$ cat src/rtl/cpri_pattern_play_ctrl.sv
`default_nettype none
// ============================================================================
// Module   : cpri_pattern_play_ctrl
// Function : frame-aligned, chip-grid-aligned playback sequencer for the
//            CPRI PRB test-pattern ROM bank (shared read address + valid)
// Revision : 1.0  initial release
// ============================================================================
module cpri_pattern_play_ctrl #(
  parameter int CHIP_LEN = 96,
  parameter int SOP_OFS  = 3,
  parameter int SYM_LEN  = 12672,
  parameter int ADDR_W   = 16,
  parameter int ROM_LAT  = 2
) (
  input  logic              clk,
  input  logic              rst,
  input  logic              aux_rx_rfp_rise,
  input  logic              start,
  input  logic              abort,
  input  logic [ADDR_W-1:0] cfg_base_addr,
  input  logic [3:0]        cfg_sym_num,
  input  logic [7:0]        cfg_loops,
  output logic [ADDR_W-1:0] rom_addr,
  output logic              rom_rden,
  output logic              vld_o,
  output logic              sop_o,
  output logic [3:0]        sym_o,
  output logic              busy_o,
  output logic              done_o,
  output logic              err_o
);

  localparam int c_chip_w = (CHIP_LEN > 1) ? $clog2(CHIP_LEN) : 1;
  localparam int c_word_w = (SYM_LEN > 1) ? $clog2(SYM_LEN) : 1;
  localparam logic [c_chip_w-1:0] c_chip_last = c_chip_w'(CHIP_LEN - 1);
  localparam logic [c_chip_w-1:0] c_sop_ofs   = c_chip_w'(SOP_OFS);
  localparam logic [c_word_w-1:0] c_word_last = c_word_w'(SYM_LEN - 1);

  typedef enum logic [1:0] {
    S_IDLE  = 2'd0,
    S_ARM   = 2'd1,
    S_ALIGN = 2'd2,
    S_PLAY  = 2'd3
  } state_t;

  state_t              r_state;
  logic [c_chip_w-1:0] r_chip_cnt;
  logic [c_word_w-1:0] r_word_cnt;
  logic [ADDR_W-1:0]   r_base;
  logic [3:0]          r_sym_num;
  logic [7:0]          r_loops;
  logic [7:0]          r_loop_cnt;
  logic [ADDR_W-1:0]   r_rom_addr;
  logic                r_rom_rden;
  logic [3:0]          r_sym;
  logic                r_done;
  logic                r_err;
  logic [ROM_LAT-1:0]  r_vld_pipe;

  logic                w_word_last;
  logic                w_pass_last;
  logic [7:0]          w_loop_next;
  logic                w_loops_done;
  logic                w_rfp_overrun;

  assign w_word_last   = (r_word_cnt == c_word_last);
  assign w_pass_last   = w_word_last && (r_sym == (r_sym_num - 4'd1));
  assign w_loop_next   = r_loop_cnt + 8'd1;
  assign w_loops_done  = (r_loops != 8'd0) && (w_loop_next == r_loops);
  assign w_rfp_overrun = aux_rx_rfp_rise && ((r_state == S_ALIGN) || (r_state == S_PLAY));

  // Free-running chip grid; never re-phased, playback aligns to it instead.
  always_ff @(posedge clk) begin
    if (rst) begin
      r_chip_cnt <= '0;
    end else if (r_chip_cnt == c_chip_last) begin
      r_chip_cnt <= '0;
    end else begin
      r_chip_cnt <= r_chip_cnt + c_chip_w'(1);
    end
  end

  always_ff @(posedge clk) begin
    if (rst) begin
      r_state    <= S_IDLE;
      r_word_cnt <= '0;
      r_base     <= '0;
      r_sym_num  <= 4'd1;
      r_loops    <= 8'd0;
      r_loop_cnt <= 8'd0;
      r_rom_addr <= '0;
      r_rom_rden <= 1'b0;
      r_sym      <= 4'd0;
      r_done     <= 1'b0;
      r_err      <= 1'b0;
    end else begin
      r_done <= 1'b0;
      r_err  <= w_rfp_overrun;
      if (abort) begin
        r_state    <= S_IDLE;
        r_rom_rden <= 1'b0;
      end else begin
        case (r_state)
          S_IDLE: begin
            if (start) begin
              r_base     <= cfg_base_addr;
              r_sym_num  <= (cfg_sym_num == 4'd0) ? 4'd1 : cfg_sym_num;
              r_loops    <= cfg_loops;
              r_loop_cnt <= 8'd0;
              r_state    <= S_ARM;
            end
          end
          S_ARM: begin
            if (aux_rx_rfp_rise) begin
              r_state <= S_ALIGN;
            end
          end
          S_ALIGN: begin
            // Leaving on the last chip cycle puts the first read on chip 0.
            if (r_chip_cnt == c_chip_last) begin
              r_state    <= S_PLAY;
              r_rom_rden <= 1'b1;
              r_rom_addr <= r_base;
              r_sym      <= 4'd0;
              r_word_cnt <= '0;
            end
          end
          S_PLAY: begin
            if (w_pass_last) begin
              r_rom_rden <= 1'b0;
              r_loop_cnt <= w_loop_next;
              if (w_loops_done) begin
                r_state <= S_IDLE;
                r_done  <= 1'b1;
              end else begin
                r_state <= S_ARM;
              end
            end else begin
              r_rom_addr <= r_rom_addr + ADDR_W'(1);
              if (w_word_last) begin
                r_word_cnt <= '0;
                r_sym      <= r_sym + 4'd1;
              end else begin
                r_word_cnt <= r_word_cnt + c_word_w'(1);
              end
            end
          end
          default: begin
            r_state    <= S_IDLE;
            r_rom_rden <= 1'b0;
          end
        endcase
      end
    end
  end

  // Delay line matching ROM read plus datapath output register.
  always_ff @(posedge clk) begin
    if (rst) begin
      r_vld_pipe <= '0;
    end else begin
      r_vld_pipe[0] <= r_rom_rden;
      for (int i = 1; i < ROM_LAT; i++) begin
        r_vld_pipe[i] <= r_vld_pipe[i-1];
      end
    end
  end

  assign rom_addr = r_rom_addr;
  assign rom_rden = r_rom_rden;
  assign vld_o    = r_vld_pipe[ROM_LAT-1];
  assign sop_o    = (r_chip_cnt == c_sop_ofs);
  assign sym_o    = r_sym;
  assign busy_o   = (r_state != S_IDLE);
  assign done_o   = r_done;
  assign err_o    = r_err;

endmodule
`default_nettype wire

$ cat config.mk
export PLATFORM = sky130hd
export DESIGN_NAME = cpri_pattern_play_ctrl
export DESIGN_NICKNAME = d
export VERILOG_FILES = /design/src/rtl/cpri_pattern_play_ctrl.sv
export SDC_FILE = /design/constraint.sdc
export NUM_CORES = 1
export LEC_CHECK = 0
export ABC_CLOCK_PERIOD_IN_PS = 4200
export CAP_MARGIN = 20
export CORE_MARGIN = 4
export CORE_UTILIZATION = 30
export DETAILED_ROUTE_END_ITERATION = 10
export GPL_ROUTABILITY_DRIVEN = 1
export GPL_TIMING_DRIVEN = 0
export PLACE_DENSITY = 0.52
export RECOVER_POWER = 25
export SYNTH_ARGS = -nofsm -noshare
export SYNTH_HDL_FRONTEND = slang
export SYNTH_SLANG_ARGS = --single-unit
$ cat constraint.sdc
create_clock -name clk -period 4.2 [get_ports clk]
set_input_delay 0.42 -clock clk [delete_from_list [all_inputs] [get_ports clk]]
set_output_delay 0.42 -clock clk [all_outputs]
set_load 0.05 [all_outputs]
==> impl_metrics.json <==
{
  "layout-drive-gt1-share_pct": 4.07,
  "holdPathEnd": "r_chip_cnt[0]",
  "reg2reg_from": "r_word_cnt[0]",
  "fin_util_pct": 38.4,
  "setup_violations": 0,
  "io_pins": 59,
  "syn-num-nets": 584,
  "cts_buffers": 9,
  "p_per_area_nw_per_um2": 329,
  "antenna_found_initial": 0,
  "worstHoldStart": "r_chip_cnt[0]",
  "synth_edf_count": 0,
  "grt_overflow": 0,
  "cts_tree": "done",
  "io_buffers": 57,
  "cts-htree-levels": 3,
  "timing.hold.ws_ps": 445,
  "final_cells": 794,
  "cp.arrival_ps": 2500,
  "ys_ff_latch": 84,
  "die-area_um2": 16000,
  "clkTransAtPathRegs_ps": 60,
  "cts_resized": 0,
  "grtUsageTotal_pct": 16.5,
  "rsz0062_at_grt": "no",
  "fp-row-count": 43,
  "initial_utilization_pct": 30.5,
  "core-area_um2": 13800,
  "dp.cells": 778,
  "diodes": 0,
  "relSlewSlack_pct": 49.1,
  "setup.worst_path.start_class": "flop",
  "period_minus_slack_ps": 2920,
  "finalCritPeriodShare_pct": 69.4,
  "async_flop_share_pct": 0,
  "worst-path-max-fanout": 4,
  "netlist_instances": 541,
  "yosysWarnings": 0,
  "finalHoldViolations": 0,
  "hold_class": "reg -> reg",
  "gp_congestion": 0.852,
  "peakVddDrop_mv": 0.179,
  "synth_cell_type_count": 55,
  "ys.flop_type": "dfxtp_1",
  "fin_tns_setup_ps": 0,
  "status": "completed",
  "slowest_delay_ps": 830,
  "fin_skew_ps": 7.40,
  "wl_um": 13000,
  "syn_avg_cell_area_um2": 7.81,
  "via_count": 4154,
  "place_ws_ps": 1380,
  "clock.fmax_mhz": 343,
  "place_hpwl_um": 9430,
  "clock-sinks": 84,
  "worst-setup-path-type": "reg -> out",
  "routed_via_density": 5.23,
  "r2r_end": "rom_addr[3]",
  "drc_errors": 0,
  "cts_buffer_depth": 2,
  "drt_iter0_drc": 327,
  "fp.dieW_um": 127,
  "syn_area_um2": 4220,
  "ys_seq_area_share_pct": 39.8,
  "ctsRootBufferMaster": "clkbuf_16",
  "die_y_um": 127,
  "p_leak_nw": 1.81,
  "min_delay_path_depth": 1,
  "fin_ws_ps": 1280,
  "post_cts_buffers": 0,
  "drv_cap": 0,
  "cp.required_ps": 3780,
  "crit_chain": "ha_1, or4b_2, nor3_1, clkdlybuf4s50_1",
  "clk_latency_ps": 340,
  "firstDrtPassIters": 7,
  "synthToLayoutAreaGrowth_pct": 25.7,
  "critPathCaptureType": "output port",
  "max_slew.worst_pin.slew_ps": 764,
  "reg2reg_depth": 8,
  "avgRoutedWirePerCell_um": 16.3,
  "grt_first_pass_wirelength_um": 21100,
  "hold_buffers": 0,
  "regToRegSetupSlack_ps": 1380,
  "grt_pass1_vias": 3979,
  "fin_nets": 652,
  "grt_max_degree": 14,
  "drv_slew": 0,
  "critPathSlowestCell": "clkdlybuf4s50_1",
  "antenna_left": 0,
  "fillers": 1455
}
==> final cells by class <==
class	instances	area (um^2)	share of cell area, %
timing repair buffer	57	571	10.7
buffer	29	119	2.24
inverter	15	56.3	1.06
multi-input combinational	413	2370	44.6
tap	180	225	4.24
clock inverter	4	22.5	0.424
sequential	84	1680	31.7
clock buffer	12	267	5.02
==> worst max-delay path by stage <==
stage,slack [ps],startpoint,to
final,1280,r_chip_cnt[0],sop_o
after floorplan,1610,r_chip_cnt[0],sop_o
after global routing,1150,r_word_cnt[0],rom_addr[3]
after detailed placement,1380,r_word_cnt[0],rom_addr[3]
after global placement,1400,r_word_cnt[0],rom_addr[4]
after CTS,1260,r_chip_cnt[0],sop_o
==> power breakdown <==
group          leakage [nW]  switching [mW]  internal, mW
Clock                 0.144           0.321         0.446
Sequential            0.680          0.0164         0.814
Combinational         0.989          0.0839        0.0666
==> worst max-delay path: cells and delay by family (launching register included) <==
kind          cells  cell delay (ps)
buf+inv           1              830
flops             1              350
simple gates      2              750
fa+ha+maj         1              230
==> logic make-up after synthesis <==
group	Yosys count	synth area share [%]
flops	84	39.8
compound gates	129	18.5
xor+xnor	31	6.75
buf+inv	44	4.15
fa+ha+maj	10	2.96
simple gates	240	27.1
mux	3	0.711
==> synthesized netlist by cell type (2+ instances only) <==
cell | count | area share [%]
xnor2_1 | 14 | 2.9
nand4_1 | 11 | 1.6
nand2b_1 | 3 | 0.44
dfxtp_1 | 84 | 40
nand3b_1 | 2 | 0.36
a21oi_1 | 67 | 7.9
o32ai_1 | 7 | 1.5
and4_1 | 2 | 0.41
a211oi_1 | 4 | 0.71
clkbuf_1 | 23 | 2.0
buf_1 | 3 | 0.27
and3_1 | 12 | 1.8
o21ai_0 | 19 | 2.3
o21a_1 | 2 | 0.36
nand2_1 | 90 | 8.0
or2_2 | 2 | 0.30
ha_1 | 10 | 3.0
nor3b_1 | 4 | 0.71
nor2b_1 | 6 | 0.89
a31oi_1 | 4 | 0.59
nor3_1 | 24 | 2.8
o211ai_1 | 5 | 0.89
or3_1 | 4 | 0.59
and2_1 | 3 | 0.44
o2bb2ai_1 | 2 | 0.41
nand3_1 | 22 | 2.6
xor2_1 | 16 | 3.3
a221oi_1 | 4 | 0.83
nor4_1 | 8 | 1.2
a21oi_2 | 2 | 0.41
nor2_1 | 42 | 3.7
inv_1 | 14 | 1.2
mux2i_1 | 3 | 0.71
buf_2 | 2 | 0.24
==> cell usage in the layout, fill, tap and decap left out, types with 5 or more instances in the layout <==
cell	instances
dlygate4sd3_1	12
clkdlybuf4s50_1	45
ha_1	10
o211ai_1	5
nor2_1	42
inv_1	14
nor3_1	24
dfxtp_1	84
and3_1	12
clkbuf_16	9
a21oi_1	67
xnor2_1	14
nor4_1	8
o32ai_1	7
nand2_1	90
nand3_1	22
nor2b_1	6
xor2_1	16
clkbuf_1	24
nand4_1	11
o21ai_0	19
==> routing by layer <==
layer	global-route usage, %	up-vias	share of wire, %
met3	2.99	17	5.3
met2	25.1	140	45
met4	7.13	0	1.9
met5	0	-	0
li1	-	2064	-
met1	23.0	1933	48
==> through the flow <==
step	cell area, um^2	power (mW)
2_1_floorplan	4220	0.931
3_3_place_gp	5020	0.996
3_5_place_dp	5020	0.998
4_1_cts	5310	1.77
5_1_grt	5310	1.82
6_report	5310	1.75
==> registers in the layout, indices dropped and copies added, names as in the netlist <==
signal and flops:
r_base 16, rom_addr 16, r_word_cnt 14, r_loop_cnt 8
r_loops 8, r_chip_cnt 7, r_sym_num 4, sym_o 4
r_state 2, r_vld_pipe 2, done_o 1, err_o 1
rom_rden 1
(Power assumes the default switching activity.)
